[config.mk]
export PLATFORM = sky130hd
export DESIGN_NAME = load_store_unit
export DESIGN_NICKNAME = d
export VERILOG_FILES = /design/src/rtl/load_store_unit.sv
export SDC_FILE = /design/constraint.sdc
export NUM_CORES = 1
export LEC_CHECK = 0
export CAP_MARGIN = 20
export CELL_PAD_IN_SITES_DETAIL_PLACEMENT = 0
export CELL_PAD_IN_SITES_GLOBAL_PLACEMENT = 1
export CORE_ASPECT_RATIO = 1.1
export CORE_MARGIN = 2
export CORE_UTILIZATION = 29
export CTS_BUF_LIST = sky130_fd_sc_hd__clkbuf_8
export DETAILED_ROUTE_END_ITERATION = 12
export PLACE_DENSITY = 0.75
export SLEW_MARGIN = 30
export SYNTH_ARGS = -nofsm -noshare
export SYNTH_HDL_FRONTEND = slang
export SYNTH_SLANG_ARGS = --single-unit
[constraint.sdc]
create_clock -name clk -period 1.55 [get_ports clk]
set_input_delay 0.31 -clock clk [delete_from_list [all_inputs] [get_ports clk]]
set_output_delay 0.31 -clock clk [all_outputs]
set_load 0.01 [all_outputs]
[src/rtl/load_store_unit.sv]
// -----------------------------------------------------------------------------
// load_store_unit
// Pipeline-side initiator for data memory accesses. Decodes a load/store from
// the MEM stage, rejects misaligned accesses, issues one word-aligned request
// with byte enables on a req/ack bus, and returns the extracted and
// sign/zero-extended load result. A timeout aborts a request that is never
// acknowledged.
//
// Ports:
//   clk, rst_n          clock, synchronous active-low reset
//   MemRead, MemWrite   access request from control (write has priority)
//   Funct3              access size / signedness
//   addr, wdata         byte address and store data
//   stall               freeze pipeline (combinational)
//   rdata, rdata_valid  load result and its one-cycle valid pulse
//   misaligned          one-cycle pulse, access rejected
//   bus_err             one-cycle pulse, request aborted by timeout
//   m_req .. m_wdata    memory request channel (held stable until m_ack)
//   m_ack, m_rdata      memory response
// -----------------------------------------------------------------------------
module load_store_unit #(
  parameter int ADDR_W  = 9,
  parameter int DATA_W  = 32,
  parameter int TIMEOUT = 15
) (
  input  logic              clk,
  input  logic              rst_n,
  input  logic              MemRead,
  input  logic              MemWrite,
  input  logic [2:0]        Funct3,
  input  logic [ADDR_W-1:0] addr,
  input  logic [DATA_W-1:0] wdata,
  output logic              stall,
  output logic [DATA_W-1:0] rdata,
  output logic              rdata_valid,
  output logic              misaligned,
  output logic              bus_err,
  output logic              m_req,
  output logic              m_we,
  output logic [ADDR_W-1:0] m_addr,
  output logic [3:0]        m_be,
  output logic [DATA_W-1:0] m_wdata,
  input  logic              m_ack,
  input  logic [DATA_W-1:0] m_rdata
);

  typedef enum logic [1:0] {
    S_IDLE = 2'd0,
    S_REQ  = 2'd1,
    S_DONE = 2'd2
  } state_t;

  localparam logic [1:0] SZ_B = 2'd0;
  localparam logic [1:0] SZ_H = 2'd1;
  localparam logic [1:0] SZ_W = 2'd2;

  localparam int CNT_W = $clog2(TIMEOUT + 1);
  // Counter value during the last permitted REQ cycle.
  localparam logic [CNT_W-1:0] CNT_LAST = CNT_W'(TIMEOUT - 1);

  state_t            r_state;
  logic [CNT_W-1:0]  r_cnt;
  logic [1:0]        r_size;
  logic              r_sgn;
  logic [1:0]        r_off;
  logic              r_we;
  logic [ADDR_W-1:0] r_addr;
  logic [3:0]        r_be;
  logic [DATA_W-1:0] r_wdata;
  logic [DATA_W-1:0] r_rdata;
  logic              r_valid;
  logic              r_err;

  logic              w_access;
  logic [1:0]        w_size;
  logic              w_sgn;
  logic              w_mis;
  logic [3:0]        w_be;
  logic [DATA_W-1:0] w_wdata;

  // Select the addressed lane of the returned word and extend it.
  function automatic logic [31:0] extract_load(input logic [31:0] word,
                                               input logic [1:0]  off,
                                               input logic [1:0]  size,
                                               input logic        sgn);
    logic [31:0] shifted;
    logic [31:0] res;
    shifted = word >> {off, 3'b000};
    case (size)
      SZ_B:    res = {{24{sgn & shifted[7]}}, shifted[7:0]};
      SZ_H:    res = off[1] ? {{16{sgn & word[31]}}, word[31:16]}
                            : {{16{sgn & word[15]}}, word[15:0]};
      default: res = word;
    endcase
    return res;
  endfunction

  // Decode size/signedness, alignment, byte enables and store lanes.
  always_comb begin
    w_access = MemRead | MemWrite;
    w_size   = SZ_W;
    w_sgn    = 1'b0;
    if (MemWrite) begin
      case (Funct3)
        3'b000:  w_size = SZ_B;
        3'b001:  w_size = SZ_H;
        default: w_size = SZ_W;
      endcase
    end else begin
      case (Funct3)
        3'b000:  begin w_size = SZ_B; w_sgn = 1'b1; end
        3'b001:  begin w_size = SZ_H; w_sgn = 1'b1; end
        3'b100:  w_size = SZ_B;
        3'b101:  w_size = SZ_H;
        default: w_size = SZ_W;
      endcase
    end

    case (w_size)
      SZ_B: begin
        w_mis   = 1'b0;
        w_be    = 4'b0001 << addr[1:0];
        w_wdata = {4{wdata[7:0]}};
      end
      SZ_H: begin
        w_mis   = addr[0];
        w_be    = addr[1] ? 4'b1100 : 4'b0011;
        w_wdata = {2{wdata[15:0]}};
      end
      default: begin
        w_mis   = (addr[1:0] != 2'b00);
        w_be    = 4'b1111;
        w_wdata = wdata;
      end
    endcase
  end

  // stall and misaligned must react in the same cycle the access is presented.
  assign stall       = (r_state == S_REQ) |
                       ((r_state == S_IDLE) & w_access & ~w_mis);
  assign misaligned  = (r_state == S_IDLE) & w_access & w_mis;
  assign m_req       = (r_state == S_REQ);
  assign m_we        = r_we;
  assign m_addr      = r_addr;
  assign m_be        = r_be;
  assign m_wdata     = r_wdata;
  assign rdata       = r_rdata;
  assign rdata_valid = r_valid;
  assign bus_err     = r_err;

  // Request FSM with timeout counter and registered response flags.
  always_ff @(posedge clk) begin
    if (!rst_n) begin
      r_state <= S_IDLE;
      r_cnt   <= '0;
      r_size  <= SZ_B;
      r_sgn   <= 1'b0;
      r_off   <= 2'b00;
      r_we    <= 1'b0;
      r_addr  <= '0;
      r_be    <= 4'b0000;
      r_wdata <= '0;
      r_rdata <= '0;
      r_valid <= 1'b0;
      r_err   <= 1'b0;
    end else begin
      case (r_state)
        S_IDLE: begin
          r_valid <= 1'b0;
          r_err   <= 1'b0;
          if (w_access && !w_mis) begin
            r_we    <= MemWrite;
            r_addr  <= {addr[ADDR_W-1:2], 2'b00};
            r_be    <= w_be;
            r_wdata <= w_wdata;
            r_size  <= w_size;
            r_sgn   <= w_sgn;
            r_off   <= addr[1:0];
            r_cnt   <= '0;
            r_state <= S_REQ;
          end else begin
            r_state <= S_IDLE;
          end
        end
        S_REQ: begin
          // An ack in the final permitted cycle wins over the abort.
          if (m_ack) begin
            if (!r_we) begin
              r_rdata <= extract_load(m_rdata, r_off, r_size, r_sgn);
            end else begin
              r_rdata <= r_rdata;
            end
            r_valid <= ~r_we;
            r_state <= S_DONE;
          end else if (r_cnt == CNT_LAST) begin
            r_rdata <= '0;
            r_valid <= ~r_we;
            r_err   <= 1'b1;
            r_state <= S_DONE;
          end else begin
            r_cnt   <= r_cnt + CNT_W'(1);
          end
        end
        S_DONE: begin
          // The stalled instruction is still on the inputs here; ignore it.
          r_valid <= 1'b0;
          r_err   <= 1'b0;
          r_state <= S_IDLE;
        end
        default: begin
          r_valid <= 1'b0;
          r_err   <= 1'b0;
          r_state <= S_IDLE;
        end
      endcase
    end
  end

endmodule

==> metrics.txt <==
status complete, but fails checks; failing checks negative setup slack; sequential power share 0.462; final-report setup violation count 19; Clock Tree Root clkbuf_8; CP bufs+invs 2; Post-synth ARST share 0; ratio of cells with drive above 1 in the final layout 0.185; DR pass1 iterations 5; CP max FO 3; busiest grt layer met2; minimum clock period 1.65 ns; die width 119 um; total gr overflow 0; leakage power 0.00294 uW; WP data arrival 1.34 ns; starting density of the core 0.295; NetSw 1610 uW; number of CTS-inserted buffers 9; I/O Buffers 161; post-route cell area 6700 um2; Worst path max stage delay 0.37 ns; clock latency on the worst-skew pair 0.38 ns; largest net degree at the start of global routing 43; Post-synth top cells dfxtp_1, nand2_1, a21oi_1; Avg Cell Area, Syn 8.78 um2; DR vias/cell 5.20; Die Ht 130 um; Setup crit start r_state[0]; Critical-path top delay cell dfxtp_4; Net Sw Frac 0.300; Via Count 4568; die area 15500 um2; Synth top area share 0.424; Core ar. 14300 um2; Startpoint Class register; most common cell in the netlist dfxtp_1; CTS max path bufs 2; nets@finish 767; clk sinks 89; max-slew violations 0; Clock power frac 0.277; GRT Overall Usage 0.193; M3 GR Usage 0.0507; Syn Inst Count 479; CP delay by family, top flip-flops; number of global-route vias before repair 4560; CTS H-Tree Depth 3; detailed placement HPWL 11200 um; final hold vios 0; Synth Flop Type dfxtp_1; Rows 46; TritonCTS clock tree yes; fill count 1456; I/O pins 164; Int Power 3760 uW; min-delay src m_rdata[7]; area grow syn2layout 59.2%; n_diodes 0; first-pass GRT wire length 23500 um; number of distinct library cells after synthesis 55; met2 Use GR 0.328; pwr dens 802 nW/um2; clock transition at the registers of the reported paths 0.09 ns; period utilization 1.07; RSZ-0062 raised after global routing yes; Comb pwr share 0.262; DRC Markers 0; Post-Route Utilization 0.469; worst flop-to-flop path startpoint r_off[1]; Hold WC Path Type primary input to register; placed inst area 6370 um2; routing usage on met1 0.224; Synth Register Bits 89; CP Capture Type output pin; kind of critical path register to output pin; final hold slack 0.385 ns; RD Place Congestion 0.881; number of synthesized flops with an enable pin 0; clk_skew 0.00884 ns; Worst VDD drop 366 uV; Post-DRT Antenna Nets 0; worst path cell trace buf_6 -> nor3_4 -> nand2_4 -> nand2b_1 -> buf_2; Max Freq 0.605 GHz; register area share after synthesis 0.424; drt wl/cell 17.5 um; slack of the critical path -0.104 ns; drt total wl 15400 um; DR iter-0 viols 290; initial antenna violation count 0; # Max-Cap Violations 0; worst endpoint required time 1.24 ns; Post-Syn Area 4210 um2; largest cells by area after synthesis dfxtp_1, nand2_1, a21oi_1; synth warn 0; Synth area leader dfxtp_1
-- cells by family (layout without fill, tap and decap cells) --
family	Yosys count	count (layout)	share of synthesized area
simple gates	140	140	0.155
other cells	1	2	0.000892
buf+inv	58	265	0.0699
xor+xnor	3	3	0.00625
mux	21	21	0.0533
compound gates	165	165	0.285
flops	89	89	0.424
fa+ha+maj	2	2	0.00595
-- path summary, 6_finish.rpt --
check              endpoint  slack (ns)  cells after the start
setup reg to reg  rdata[28]       -0.08                      5
hold reg to reg    rdata[6]        0.46                      1
setup / recovery      stall       -0.10                      5
hold / removal     rdata[7]        0.38                      3
-- registers in the layout, summed over array words and instances, names as in the netlist --
name,count
m_addr,7
m_wdata,32
rdata,32
m_be,4
r_sgn,1
m_we,1
r_off,2
r_state,2
r_cnt,4
r_size,2
rdata_valid,1
bus_err,1
-- cell usage in the layout, fill, tap and decap left out, types with 3 or more instances in the layout --
cell	synthesis	layout
o2bb2ai_1	7	6
clkbuf_8	0	11
buf_12	0	4
buf_6	5	7
mux2i_1	19	19
a31oi_1	5	5
nor3_1	5	4
o211ai_1	19	19
and3_1	4	4
nand2b_1	7	7
dfxtp_2	0	3
nor2_1	18	15
a311oi_1	16	16
dfxtp_1	89	84
a21oi_1	48	44
buf_2	13	5
a22o_1	8	8
nand3_1	25	25
o32ai_1	8	8
a221o_1	16	16
buf_4	3	64
inv_1	12	12
nand2_1	65	63
clkdlybuf4s50_1	0	70
o21ai_0	23	22
nor2_4	0	3
a21oi_2	0	3
dlygate4sd2_1	0	83
-- repair_timing --
item	4_1_cts	5_1_grt
setup buffers	8	2
pin swaps	6	7
cloned	1	2
gates resized for setup	140	10
hold endpoints to repair	0	0
setup endpoints to repair	160	47
hold buffers	0	0
-- layer usage --
layer  routed length (um)  up-vias  part of all wire
li1                     -     2190                 -
met1                 6380     2134              0.41
met2                 7360      216              0.48
met3                 1220       28             0.079
met4                  463        0             0.030
met5                    0        -                 0
-- power groups by stage --
stage / Combinational (uW) / Clock (uW) / Sequential, uW
floorplan: 550 / 0 / 2570
global placement: 1350 / 0 / 2530
detailed placement: 1360 / 0 / 2530
CTS: 1360 / 1530 / 2480
global route: 1510 / 1610 / 2490
finish: 1410 / 1490 / 2480
-- layout make-up --
| cell class | count | area [um2] | area share |
|---|---|---|---|
| clock inverter | 3 | 18.8 | 0.00280 |
| sequential | 89 | 1790 | 0.268 |
| inverter | 13 | 48.8 | 0.00729 |
| timing repair buffer | 238 | 2200 | 0.329 |
| multi-input combinational | 333 | 2240 | 0.335 |
| clock buffer | 11 | 151 | 0.0226 |
| tap | 192 | 240 | 0.0359 |
-- tightest hold or removal path: cells and delay by family --
family / cells / cell delay [ns]
AO/OA/AOI/OAI: 1 / 0.15
buffers and inverters: 1 / 0.14
AND/OR/NAND/NOR: 1 / 0.12
-- metrics by stage --
stage                     setup WS (ns)  setup TNS (ns)  std cells  power [uW]
after detailed placement         -0.791          -46.69        856        3890
final                            -0.104           -1.19        879        5370
after CTS                        -0.165           -1.13        877        5360
after global placement           -0.808          -43.31        856        3880
after global routing             -0.152           -2.54        879        5620
after floorplan                 -0.0960           -2.61        480        3120
No activity file was read; power rests on OpenSTA's default activity.
